$ cat config.mk
export PLATFORM = sky130hd
export DESIGN_NAME = karatsuba_seq_mult
export DESIGN_NICKNAME = d
export VERILOG_FILES = /design/src/rtl/karatsuba_seq_mult.sv
export SDC_FILE = /design/constraint.sdc
export NUM_CORES = 1
export LEC_CHECK = 0
export ABC_CLOCK_PERIOD_IN_PS = 6500
export CORE_AREA = 2 2 135 137
export CTS_BUF_LIST = sky130_fd_sc_hd__clkbuf_4
export CTS_CLUSTER_SIZE = 16
export DETAILED_ROUTE_END_ITERATION = 7
export DIE_AREA = 0 0 137 139
export GPL_TIMING_DRIVEN = 0
export PLACE_DENSITY_LB_ADDON = 0.08
export SYNTH_ARGS = -nofsm -noshare
export SYNTH_HDL_FRONTEND = slang
export SYNTH_SLANG_ARGS = --single-unit
$ cat constraint.sdc
create_clock -name clk -period 6.5 [get_ports clk]
set_input_delay 0.975 -clock clk [delete_from_list [all_inputs] [get_ports clk]]
set_output_delay 0.975 -clock clk [all_outputs]
set_load 0.05 [all_outputs]
$ cat src/rtl/karatsuba_seq_mult.sv
// Multi-cycle Karatsuba multiplier: three half-width sub-products on one shared
// (H+1)x(H+1) multiplier. Optional signed mode via the KARATSUBA_SIGNED_EN macro.
`timescale 1ns/1ps
module karatsuba_seq_mult #(
  parameter int WIDTH = 16
) (
  input  logic                 clk,
  input  logic                 rst,
  input  logic                 in_valid,
  output logic                 in_ready,
  input  logic [WIDTH-1:0]     a,
  input  logic [WIDTH-1:0]     b,
  output logic                 out_valid,
  input  logic                 out_ready,
  output logic [2*WIDTH-1:0]   p
);

  localparam int H  = WIDTH / 2;
  localparam int PW = 2 * WIDTH;
  localparam int ZW = 2 * H + 2;

  generate
    if ((WIDTH % 2) != 0 || WIDTH < 4) begin : g_widthCheck
      $error("karatsuba_seq_mult: WIDTH must be even and >= 4");
    end
  endgenerate

  typedef enum logic [2:0] {IDLE, MUL_LO, MUL_HI, MUL_MID, COMBINE, DONE} state_t;

  state_t          r_state;
  state_t          w_nextState;
  logic [WIDTH-1:0] r_a;
  logic [WIDTH-1:0] r_b;
  logic [2*H-1:0]  r_z0;
  logic [2*H-1:0]  r_z2;
  logic [ZW-1:0]   r_zm;
  logic [PW-1:0]   r_p;
  logic            r_outValid;
`ifdef KARATSUBA_SIGNED_EN
  logic            r_neg;
`endif

  logic [H:0]      w_sumA;
  logic [H:0]      w_sumB;
  logic [H:0]      w_mulA;
  logic [H:0]      w_mulB;
  logic [ZW-1:0]   w_prod;
  logic [ZW-1:0]   w_z1;
  logic [PW-1:0]   w_comb;

  always_ff @(posedge clk) begin
    if (rst) r_state <= IDLE;
    else     r_state <= w_nextState;
  end

  always_comb begin
    w_nextState = r_state;
    case (r_state)
      IDLE:    if (in_valid) w_nextState = MUL_LO;
      MUL_LO:  w_nextState = MUL_HI;
      MUL_HI:  w_nextState = MUL_MID;
      MUL_MID: w_nextState = COMBINE;
      COMBINE: w_nextState = DONE;
      DONE:    if (r_outValid && out_ready) w_nextState = IDLE;
      default: w_nextState = IDLE;
    endcase
  end

  assign w_sumA = {1'b0, r_a[WIDTH-1:H]} + {1'b0, r_a[H-1:0]};
  assign w_sumB = {1'b0, r_b[WIDTH-1:H]} + {1'b0, r_b[H-1:0]};

  // Operand select for the single shared multiplier.
  always_comb begin
    w_mulA = '0;
    w_mulB = '0;
    case (r_state)
      MUL_LO: begin
        w_mulA = {1'b0, r_a[H-1:0]};
        w_mulB = {1'b0, r_b[H-1:0]};
      end
      MUL_HI: begin
        w_mulA = {1'b0, r_a[WIDTH-1:H]};
        w_mulB = {1'b0, r_b[WIDTH-1:H]};
      end
      MUL_MID: begin
        w_mulA = w_sumA;
        w_mulB = w_sumB;
      end
      default: ;
    endcase
  end

  assign w_prod = ZW'(w_mulA) * ZW'(w_mulB);
  assign w_z1   = r_zm - ZW'(r_z2) - ZW'(r_z0);
  assign w_comb = (PW'(r_z2) << WIDTH) + (PW'(w_z1) << H) + PW'(r_z0);

  always_ff @(posedge clk) begin
    if (rst) begin
      r_a        <= '0;
      r_b        <= '0;
      r_z0       <= '0;
      r_z2       <= '0;
      r_zm       <= '0;
      r_p        <= '0;
      r_outValid <= 1'b0;
`ifdef KARATSUBA_SIGNED_EN
      r_neg      <= 1'b0;
`endif
    end else begin
      case (r_state)
        IDLE: begin
          if (in_valid) begin
`ifdef KARATSUBA_SIGNED_EN
            // Magnitudes fit unsigned; even the most negative value maps to 2^(WIDTH-1).
            r_a   <= a[WIDTH-1] ? -a : a;
            r_b   <= b[WIDTH-1] ? -b : b;
            r_neg <= a[WIDTH-1] ^ b[WIDTH-1];
`else
            r_a   <= a;
            r_b   <= b;
`endif
          end
        end
        MUL_LO:  r_z0 <= w_prod[2*H-1:0];
        MUL_HI:  r_z2 <= w_prod[2*H-1:0];
        MUL_MID: r_zm <= w_prod;
        COMBINE: begin
`ifdef KARATSUBA_SIGNED_EN
          r_p <= r_neg ? -w_comb : w_comb;
`else
          r_p <= w_comb;
`endif
          r_outValid <= 1'b1;
        end
        DONE:    if (out_ready) r_outValid <= 1'b0;
        default: ;
      endcase
    end
  end

  assign in_ready  = (r_state == IDLE);
  assign out_valid = r_outValid;
  assign p         = r_p;

endmodule
# ---- After elaboration in Yosys (flattened, before gate mapping)
# Cells that the tools add are included.
# W data, S select, Z words.
dict set report word_totals {
  output_inout_bits 34
  wordCells 36
  reg_bits 118
}
dict set report classes {
  mul 1
  eq_ne 8
  add_sub_neg 6
  n_reduce_logical 6
  n_mux 7
}
# operator n
set ops {}
lappend ops {{$pmux W9 S3} 2}
lappend ops {{$sub A18 B16 Y18} 2}
lappend ops {{$add A32 B16 Y32} 1}
lappend ops {{$add A32 B26 Y32} 1}
lappend ops {{$add A8 B8 Y9} 2}
lappend ops {{$mul A9 B9 Y18} 1}
lappend ops {{$pmux W3 S6} 1}
lappend ops {{$eq A3 B2 Y1 const B} 2}
lappend ops {{$eq A3 B3 Y1 const B} 2}
lappend ops {{$mux W3} 2}
lappend ops {{$ne A2 B2 Y1 const B} 3}
lappend ops {{$reduce_and A2 Y1} 3}
lappend ops {{$eq A3 B1 Y1 const B} 1}
lappend ops {{$logic_not A3 Y1} 1}
lappend ops {{$pmux W1 S2} 1}
lappend ops {{$reduce_bool A2 Y1} 1}
lappend ops {{$logic_and A1 B1 Y1} 1}
lappend ops {{$mux W1} 1}

# ---- Depth between registers and ports, before layout
dict set report logic_depth {
  depth_word 4
  ltp_mapped 26
  depth_no_buf 26
}

# ---- Worst setup path before layout
# No wires, ideal clock.
dict set report synth_path {
  path_type {flip-flop to flip-flop}
  from {register r_b[0]}
  to {register r_z0[13]}
  path_stages_with_launch 25
  n_path_buf 0
  setup_slack_ns 0.547
  arrival_time_ns 5.823
  synth_period_minus_slack_ns 5.953
  setup_time_ns 0.130
  path_cell_list {dfxtp_1 > ha_1 > fa_1 > a21oi_1 > o21bai_1 > a21oi_1 > mux2i_1 > nand2_1 > a311o_1 > or2_2 > fa_1 > fa_1 > inv_1 > fa_1 > inv_1 > fa_1 > inv_1 > ha_1 > inv_1 > o22ai_1 > o41ai_2 > o21bai_1 > a21oi_1 > xor2_1 > o31ai_1}
}
dict set report synth_via {
  elab_chain_len 3
}
# element line_no
set synth_lines {}
lappend synth_lines {{start: declaration} 33} ;# logic [WIDTH-1:0] r_b;
lappend synth_lines {{start signal: assignment} 100} ;# r_b <= '0;
lappend synth_lines {{start signal: assignment} 120} ;# r_b <= b;
lappend synth_lines {{$add A8 B8 Y9} 70} ;# assign w_sumB = {1'b0, r_b[WIDTH-1:H]} + {1'b0, r_b[H-1:0]};
lappend synth_lines {{$pmux W9 S3 *} 76} ;# case (r_state)
lappend synth_lines {{$mul A9 B9 Y18 *} 93} ;# assign w_prod = ZW'(w_mulA) * ZW'(w_mulB);
lappend synth_lines {{end signal: assignment} 124} ;# MUL_LO: r_z0 <= w_prod[2*H-1:0];
lappend synth_lines {{end: declaration} 34} ;# logic [2*H-1:0] r_z0;
# Every way passes the cells marked *; elsewhere a longest branch is shown, timed or not.
# A chain may end at the register's enable or synchronous reset.

# ---- Worst setup path in the final report
dict set report layout_path {
  from {register r_b[0]}
  to {register r_z2[14]}
}
dict set report layout_via {
  elab_chain_len 3
}
# element line_no
set layout_lines {}
lappend layout_lines {{$add A8 B8 Y9} 70}
lappend layout_lines {{$pmux W9 S3 *} 76}
lappend layout_lines {{$mul A9 B9 Y18 *} 93}
lappend layout_lines {{end signal: assignment} 125} ;# MUL_HI: r_z2 <= w_prod[2*H-1:0];
lappend layout_lines {{end: declaration} 35} ;# logic [2*H-1:0] r_z2;
# Marks and branches as above.

==> qor.yml <==
global_route:
  use_met2_pct: 50.0
  grt_use_met1_pct: 34.3
  gr-total-overflow: 0
  grt_max_degree: 17
  antenna_found_initial: 1
  busiest_layer: "met2"
  first_global_vias: 8542
  use_met3_pct: 3.91
  grt_first_pass_wirelength_um: 42300
  grt_usage_pct: 28.4
finish:
  fin_area_um2: 11300
  nets: 1536
  syn_to_final_growth_pct: 15.1
  layout_common_cells: "nand2_1 (222), a21oi_1 (137), inv_1 (125)"
  layout.cells.non_filler: 1585
  layout-drive-gt1-share_pct: 6.13
  final_common_cell: "nand2_1"
  fillCellCount: 1625
power:
  max-vdd-ir-drop_mv: 0.118
  p_sw_uw: 744
  pwr-share-clk_pct: 27.7
  p_leak_nw: 4.66
  swShare_pct: 37.7
  p_per_area_nw_per_um2: 175
  pwr-share-comb_pct: 32.9
  pwr-share-seq_pct: 39.4
  intPower_mw: 1.23
detailed_routing:
  drcViolationCount: 0
  vias: 8913
  wirelength_um: 26100
  drt_iter0_drc: 483
  vias_per_cell: 5.62
  ant_nets: 0
  dr.pass1.iters: 5
  wire_per_inst_um: 16.5
clock_tree:
  clockBufferDepth: 2
  clkTransAtPathRegs_ns: 0.11
  htreeDepth: 4
  clock-sinks: 118
  cts_tree: "yes"
  clock_latency_ns: 0.55
  numCtsBuffers: 17
  root_buffer: "clkbuf_4"
outcome:
  status: "finished, final reports clean"
synth:
  syn_avg_cell_area_um2: 7.87
  synth_area_um2: 9800
  synth_area_leaders: "dfxtp_1 (24%), fa_1 (14%), ha_1 (11%), nand2_1 (8.5%), a21oi_1 (7.4%)"
  synth_top_area_share_pct: 24.1
  synth_flop_cell: "dfxtp_1"
  synthArstFlopShare_pct: 0
  synthAdderAreaFrac_pct: 25.5
  yosysSeqAreaShare_pct: 24.1
  ys_ff_latch: 118
  synth_top_family_by_area: "adder cells"
  synth_mux_area_share_pct: 1.48
  syn_nets: 1439
  synthDistinctLibCells: 64
  yosysTopAreaCell: "dfxtp_1"
  synth_cells: 1245
  synthSimpleGateAreaFrac_pct: 19.0
  synth-compound-area-share_pct: 19.0
  synth_xor_area_share_pct: 4.11
  yosys_warnings: 0
  synth_edf_count: 0
die:
  die_w_um: 137
  die_area_um2: 19000
  num_rows: 49
  fp.dieH_um: 139
  start_util_pct: 55.5
  core-area_um2: 17700
  ios: 70
worst_setup_path:
  worst_path_dominant_cell_family: "adder cells"
  max_stage_delay_ns: 0.57
  cpMostUsedCell: "fa_1"
  critical_path_arrival_ns: 6.73
  path_cells: "ha_1 -> fa_2 -> a21oi_2 -> o21bai_2 -> a21oi_2 -> mux2i_1 -> nand2_1 -> a311o_2 -> buf_4 -> nor2_1 -> fa_1 -> fa_1 -> fa_1 -> inv_1 -> fa_1 -> inv_1 -> ha_1 -> a21o_1 -> a21oi_1 -> o21ai_0 -> or3_1 -> nor4_1 -> o21ai_0 -> o31ai_1"
  worst-path-buf-inv: 3
  slowest_stage: "fa_1"
  crit_required_ns: 6.95
  worstSetupStartpointType: "flop"
  cp_max_fo: 6
  worstSetupPathType: "flop to flop"
  endpoint_kind: "flop"
placed_design:
  hpwl_um: 20800
  portBuffers: 69
  gp_congestion: 0.939
  dp.cells: 1543
  place_area_um2: 10800
job:
  maxCapViolations: 0
timing:
  fin_crit_sh_pct: 96.6
  finalCriticalPeriod_ns: 6.28
  skew_ns: 0.0349
  setup_viol: 0
  worstMarginPinSlew_ns: 0.951
  finalHoldViolations: 0
  max-slew-margin-rel_pct: 36.1
  final-max-slew-violation-count: 0
  max_freq_mhz: 159
min_path:
  hp-class: "flop to flop"
## state kept, by name, summed over array words and instances (netlist names)
| signal | count |
|---|---|
| r_z2 | 16 |
| r_zm | 18 |
| r_a | 16 |
| r_state | 3 |
| r_z0 | 16 |
| out_valid | 1 |
| p | 32 |
| r_b | 16 |
## cells in the mapped netlist (6+ instances only)
cell type	n
inv_1	126
nor2_1	102
a211oi_1	16
nor2b_1	10
o211ai_1	12
mux2i_1	10
a21o_1	21
a21oi_1	144
nor3_1	8
o21bai_1	11
nand2b_1	17
fa_1	69
clkbuf_1	41
dfxtp_1	118
and3_1	6
or3_1	6
xor2_1	15
nand3_1	26
a31oi_1	7
and2_1	6
nand2_1	222
o21ai_0	30
ha_1	89
o21ai_1	7
xnor2_1	31
o31ai_1	11
## power by group through the flow
| stage | Clock, mW | Sequential [mW] | Combinational, mW |
|---|---|---|---|
| 3_5_place_dp | 0 | 0.794 | 0.629 |
| 4_1_cts | 0.556 | 0.778 | 0.635 |
| 6_report | 0.548 | 0.778 | 0.649 |
| 2_1_floorplan | 0 | 0.794 | 0.465 |
| 5_1_grt | 0.590 | 0.782 | 0.717 |
| 3_3_place_gp | 0 | 0.794 | 0.621 |
## area by class of cell
| type | instances | area [um^2] | share of cell area [%] |
|---|---|---|---|
| Antenna cell | 1 | 2.50 | 0.0222 |
| Buffer | 51 | 198 | 1.75 |
| Clock buffer | 17 | 128 | 1.13 |
| Clock inverter | 15 | 154 | 1.36 |
| Inverter | 126 | 473 | 4.19 |
| Multi-Input combinational cell | 950 | 6910 | 61.3 |
| Sequential cell | 118 | 2360 | 21.0 |
| Tap cell | 229 | 287 | 2.54 |
| Timing Repair Buffer | 78 | 758 | 6.72 |
## logic make-up (layout without fill, tap and decap cells)
family,count (synthesis),count (layout)
simple gates,431,431
compound gates,301,301
buf+inv,177,287
fa+ha+maj,158,158
flops,118,118
xor+xnor,46,46
mux,14,14
other cells,0,1
## worst paths after layout
path / from / endpoint / slack, ns / cells past startpoint
setup reg to reg: r_b[0] / r_z2[14] / 0.22 / 24
hold / removal: p[21] / p[21] / 0.46 / 2
hold reg to reg: p[21] / p[21] / 0.46 / 2
setup / recovery: r_b[0] / r_z2[14] / 0.22 / 24
## per-layer routing
layer  vias to the layer above  part of all wire (%)
met5                         -                     0
li1                       4390                     -
met3                        58                   3.9
met1                      4239                    41
met2                       226                    51
met4                         0                   3.7
## worst register-to-register path: cells and delay by family (launching register included)
| family | cells | cell delay [ns] |
|---|---|---|
| AOI/OAI and AO/OA | 9 | 1.48 |
| adders and majority gates | 7 | 3.06 |
| buffers and inverters | 3 | 0.29 |
| DFF | 1 | 0.35 |
| muxes | 1 | 0.23 |
| and+or+nand+nor | 4 | 0.79 |
## metrics by stage
| step | setup TNS (ns) | worst slack [ns] | utilization, % | hold WS [ns] | power (mW) |
|---|---|---|---|---|---|
| floorplan | 0 | 0.547 | - | 0.436 | 1.26 |
| global placement | -0.137 | -0.0493 | 61.0 | 0.438 | 1.42 |
| detailed placement | -0.967 | -0.171 | 61.0 | 0.445 | 1.42 |
| CTS | 0 | 0.0200 | 62.8 | 0.463 | 1.97 |
| global route | -0.199 | -0.0550 | 63.9 | 0.484 | 2.09 |
| finish | 0 | 0.220 | 63.9 | 0.459 | 1.98 |
## timing repair
item / 4_1_cts / 5_1_grt
hold buffers: 0 / 0
buffers inserted: 1 / 8
setup endpoints to repair: 11 / 21
pin swaps: 0 / 10
resized for setup: 3 / 30
Note: power is estimated with default switching activity, not from simulation.
